**src/rtl/hall_sensor_decoder.sv**
```systemverilog
// Hall sensor front end: synchronise, glitch-filter, sequence-check, direction, period and stall.
// Defining HALL_POS_CNT_EN adds the pos_clr input and the signed pos output.
module hall_sensor_decoder #(
    parameter int unsigned FILT_CYCLES = 4,
    parameter int unsigned PER_W       = 20,
    parameter int unsigned STALL_CYC   = 1000000
`ifdef HALL_POS_CNT_EN
    , parameter int unsigned POS_W     = 16
`endif
) (
    input  logic             clk,
    input  logic             rst_n,
    input  logic [2:0]       hall_in,
    input  logic             fault_clr,
`ifdef HALL_POS_CNT_EN
    input  logic             pos_clr,
`endif
    output logic [2:0]       h_out,
    output logic             dir,
    output logic             hall_valid,
    output logic             fault,
    output logic             edge_stb,
    output logic [PER_W-1:0] period,
    output logic             period_vld,
    output logic             stall
`ifdef HALL_POS_CNT_EN
    , output logic signed [POS_W-1:0] pos
`endif
);

    localparam int unsigned CNT_W = 8;

    logic [2:0]       s1, s2, cand, acc;
    logic [CNT_W-1:0] filt_cnt, stable_n;
    logic [PER_W-1:0] per_cnt;
    logic             first_code, armed;
    logic             accept, illegal, fwd, rev, resync, valid_edge, fault_evt;
    logic [2:0]       new_idx, cur_idx, step;
    logic [3:0]       diff;

    // Position of a code in the forward ring; 7 marks 000/111.
    function automatic logic [2:0] idx_of(input logic [2:0] code);
        case (code)
            3'b001:  idx_of = 3'd0;
            3'b011:  idx_of = 3'd1;
            3'b010:  idx_of = 3'd2;
            3'b110:  idx_of = 3'd3;
            3'b100:  idx_of = 3'd4;
            3'b101:  idx_of = 3'd5;
            default: idx_of = 3'd7;
        endcase
    endfunction

    always_comb begin
        stable_n = CNT_W'(1);
        if (s2 == cand)
            stable_n = (filt_cnt == '1) ? filt_cnt : filt_cnt + CNT_W'(1);
        accept     = (s2 != acc) && (stable_n >= CNT_W'(FILT_CYCLES));
        new_idx    = idx_of(s2);
        cur_idx    = idx_of(h_out);
        illegal    = (new_idx == 3'd7);
        // Ring distance from the current code to the candidate, 0..5.
        diff       = 4'(new_idx) + 4'd6 - 4'(cur_idx);
        step       = (diff >= 4'd6) ? 3'(diff - 4'd6) : 3'(diff);
        fwd        = accept && !illegal && !first_code && (step == 3'd1);
        rev        = accept && !illegal && !first_code && (step == 3'd5);
        resync     = accept && !illegal && !first_code && (step inside {3'd2, 3'd3, 3'd4});
        valid_edge = fwd || rev;
        fault_evt  = accept && (illegal || resync);
    end

    always_ff @(posedge clk or negedge rst_n) begin
        if (!rst_n) begin
            s1         <= '0;
            s2         <= '0;
            cand       <= '0;
            acc        <= '0;
            filt_cnt   <= '0;
            per_cnt    <= '0;
            first_code <= 1'b1;
            armed      <= 1'b0;
            h_out      <= '0;
            dir        <= 1'b0;
            hall_valid <= 1'b0;
            fault      <= 1'b0;
            edge_stb   <= 1'b0;
            period     <= '0;
            period_vld <= 1'b0;
            stall      <= 1'b0;
        end else begin
            s1       <= hall_in;
            s2       <= s1;
            cand     <= s2;
            filt_cnt <= stable_n;
            if (accept)
                acc <= s2;

            if (accept && !illegal && first_code) begin
                h_out      <= s2;
                hall_valid <= 1'b1;
                first_code <= 1'b0;
            end
            if (valid_edge || resync)
                h_out <= s2;
            if (fwd)
                dir <= 1'b1;
            if (rev)
                dir <= 1'b0;
            edge_stb <= valid_edge;

            // A new fault event takes priority over a coincident clear.
            fault <= fault_evt || (fault && !fault_clr);

            if (valid_edge) begin
                per_cnt    <= '0;
                period     <= (per_cnt == '1) ? per_cnt : per_cnt + PER_W'(1);
                period_vld <= armed;
                armed      <= 1'b1;
                stall      <= 1'b0;
            end else if (resync) begin
                per_cnt    <= '0;
                period_vld <= 1'b0;
                armed      <= 1'b0;
            end else begin
                if (per_cnt != '1)
                    per_cnt <= per_cnt + PER_W'(1);
                if (per_cnt == PER_W'(STALL_CYC - 1)) begin
                    stall      <= 1'b1;
                    period_vld <= 1'b0;
                    period     <= '1;
                    armed      <= 1'b0;
                end
            end
        end
    end

`ifdef HALL_POS_CNT_EN
    // Signed electrical position; a clear masks any coincident edge.
    always_ff @(posedge clk or negedge rst_n) begin
        if (!rst_n)
            pos <= '0;
        else if (pos_clr)
            pos <= '0;
        else if (fwd)
            pos <= pos + POS_W'(1);
        else if (rev)
            pos <= pos - POS_W'(1);
    end
`endif

endmodule

```
**config.mk**
```make
export PLATFORM = sky130hd
export DESIGN_NAME = hall_sensor_decoder
export DESIGN_NICKNAME = d
export VERILOG_FILES = /design/src/rtl/hall_sensor_decoder.sv
export SDC_FILE = /design/constraint.sdc
export NUM_CORES = 1
export LEC_CHECK = 0
export BUFFER_PORTS_ARGS = -buffer_cell sky130_fd_sc_hd__clkbuf_2
export CAP_MARGIN = 20
export CORE_UTILIZATION = 52
export DETAILED_ROUTE_END_ITERATION = 6
export HOLD_SLACK_MARGIN = 0.06
export PLACE_DENSITY = 0.71
export SLEW_MARGIN = 20
export SYNTH_ARGS = -nofsm -noshare
export SYNTH_HDL_FRONTEND = slang
export SYNTH_SLANG_ARGS = --single-unit
```
**constraint.sdc**
```tcl
create_clock -name clk -period 6.01 [get_ports clk]
set_input_delay 0.601 -clock clk [delete_from_list [all_inputs] [get_ports clk]]
set_output_delay 0.601 -clock clk [all_outputs]
set_load 0.05 [all_outputs]
```
==> run summary <==
status -> complete, no violations
crit end category -> flip-flop
Total GRT Usage -> 0.217
largest area contributor in the netlist -> dfrtp_1
CP Data Required Time -> 6.23 ns
drt wl/cell -> 15.1 um
worst hold path class -> flip-flop to flip-flop
CTS Sinks -> 71
Final Hold Vio Count -> 0
nets -> 406
I/O Buffers -> 34
Yosys reg bits -> 71
antenna violations before repair -> 0
TritonRoute pass-1 iters -> 5
Synth Flop Type -> dfrtp_1
I/O Pins -> 35
pre-CTS setup slack -> 2.16 ns
worst-margin pin slew -> 1.03 ns
RR Startpoint -> s2[2]
clk_lat worst skew -> 0.34 ns
fmax -> 255 MHz
via count -> 2775
Yosys top cell area share -> 0.479
leading post-synthesis cells by cell area -> dfrtp_1 48%, nor2_1 3.9%, a21oi_1 3.7%
first-pass GRT wire length -> 12.5 mm
ANT cells -> 0
Post-Layout Cell Count -> 493
worst hold stages -> 0
Num CTS Buffers -> 9
fin area -> 4070 sq um
VDD IR max -> 317 uV
Internal -> 1.16 mW
Die X -> 85.9 um
PD cells -> 535 nW/um^2
Placer Congestion -> 0.789
routed vias/inst -> 5.63
num rows -> 30
Comb pwr share -> 0.499
HPWL Detailed -> 4.85 mm
Clock Path Buffers -> 2
commonest non-fill, non-tap cell in the layout -> dfrtp_1
EDFF count, synth -> 0
largest net degree at the start of global routing -> 72
initial drt markers -> 183
ys async rst share -> 1.00
CTS tree -> built
metal2 WL -> 3.69 mm
Reg power frac -> 0.325
Pleak -> 1.83 nW
WL final -> 7.43 mm
placed cell count -> 477
Netlist Area Pre-Place -> 3660 sq um
min Tclk post-route -> 3.92 ns
Setup CP Type -> flip-flop to flip-flop
Sw Share -> 0.466
YS warnings -> 0
Avg Inst Size Synth -> 10.2 sq um
RSZ-0062 raised after global routing -> false
WHS Endpoint -> s2[2]
r2r endpoint -> dir
maxcap violations -> 0
crit share post-route -> 0.652
Die ar. -> 7370 sq um
Max Slew Vio Count -> 0
WP data arrival -> 4.14 ns
Die H -> 85.9 um
H-Tree Level Count -> 3
Mapped Cells -> 360
clock skew -> 0.00993 ns
headroom to the max-slew limit -> 0.309
post-CTS setup buffer count -> 0
reg2reg setup slack -> 2.09 ns
top sig layer -> met4
setup TNS -> 0 ns
Area after DPL -> 3860 sq um
switching power -> 1.02 mW
PostCTS Resize Cnt -> 0
Netlist cell types -> 57
fin worst setup slack -> 2.09 ns
vias in the first global route -> 2638
Clk network pwr share -> 0.175
PnR Total Power -> 2.18 mW
layout cells sized above 1 -> 0.169
total grt overflow -> 0
core area -> 6790 sq um
register clock-pin slew on the reported worst setup and hold paths -> 0.07 ns
startpoint class of the critical path -> flip-flop
met3 routed WL -> 260 um
wl on met1 -> 3.40 mm
hold path start -> s1[2]
starting density of the core -> 0.538
count of final setup violators -> 0
CP Max Fanout -> 25
hold buffer count at CTS -> 0
Layout area overhead -> 11.4%
most frequent cells in the layout -> 70 x dfrtp_1, 38 x nor2_1, 33 x clkbuf_2, 27 x nand2_1, 27 x a21oi_1
root buffer cell -> clkbuf_8
Setup crit start -> s2[2]
Worst Reg-to-Reg Cells -> 11
fraction of the yosys area taken by sequential cells -> 0.486
syn_nets -> 373
post-route ant nets -> 0
post-route DRC violation count -> 0
-- through the flow --
stage / util / hold slack (ns)
4_1_cts: 0.598 / 0.350
2_1_floorplan: - / 0.305
3_3_place_gp: 0.569 / 0.336
5_1_grt: 0.599 / 0.347
3_5_place_dp: 0.569 / 0.335
6_report: 0.599 / 0.351
-- logic make-up after synthesis --
| logic type | count (synthesis) | synth area share |
|---|---|---|
| simple gates | 133 | 0.194 |
| compound gates | 84 | 0.157 |
| flops | 71 | 0.486 |
| buf+inv | 28 | 0.0424 |
| xor+xnor | 26 | 0.0623 |
| mux | 11 | 0.0325 |
| fa+ha+maj | 7 | 0.0260 |
-- synth_stat cells (all sizes together) (4+ instances only) --
master,count
inv,11
nand2,27
nor2,38
mux2,4
and3,4
a22oi,18
o21ai,11
mux2i,7
xnor2,13
buf,12
clkbuf,5
xor2,13
nand4,9
nand3,12
nor3,10
a21oi,27
nor2b,6
ha,6
and2,5
nand2b,8
dfrtp,70
-- worst max-delay path, stage by stage (launching register included) --
cell,delay [ns]
dfrtp_1,0.61
nand2_1,0.17
o21a_1,0.14
ha_1,0.27
inv_1,0.04
ha_1,0.20
fa_1,0.58
inv_1,0.10
a311oi_1,0.24
o21ai_0,0.21
nor3_4,0.89
mux2_4,0.35
-- power by group through the flow --
stage / clock, mW / sequential, mW / combinational, mW
2_1_floorplan: 0 / 0.980 / 0.584
3_3_place_gp: 0 / 0.713 / 1.06
3_5_place_dp: 0 / 0.718 / 1.09
4_1_cts: 0.395 / 0.710 / 1.09
5_1_grt: 0.413 / 0.726 / 1.19
6_report: 0.382 / 0.708 / 1.09
-- worst max-delay path by stage --
stage | end
finish | dir
global route | dir
CTS | dir
detailed placement | dir
global placement | dir
floorplan | h_out[0]
-- per-layer routing --
layer | track usage | vias to the layer above
li1 | - | 1354
met1 | 0.279 | 1369
met2 | 0.364 | 43
met3 | 0.0558 | 9
met4 | 0.0591 | 0
met5 | 0 | -
-- registers in the layout, summed over array words and instances, names as in the netlist, 3 cells and up --
signal	cells
s1	3
acc	3
cand	3
per_cnt	20
filt_cnt	8
period	20
s2	3
h_out	3
-- area by class of cell --
class / count / area [sq um]
Tap cell: 96 / 120
Multi-Input combinational cell: 261 / 1720
Sequential cell: 71 / 1780
Timing Repair Buffer: 39 / 211
Fill cell: 607 / 2720
Inverter: 11 / 41.3
Clock buffer: 12 / 155
Clock inverter: 3 / 42.5
(Power assumes the default switching activity.)
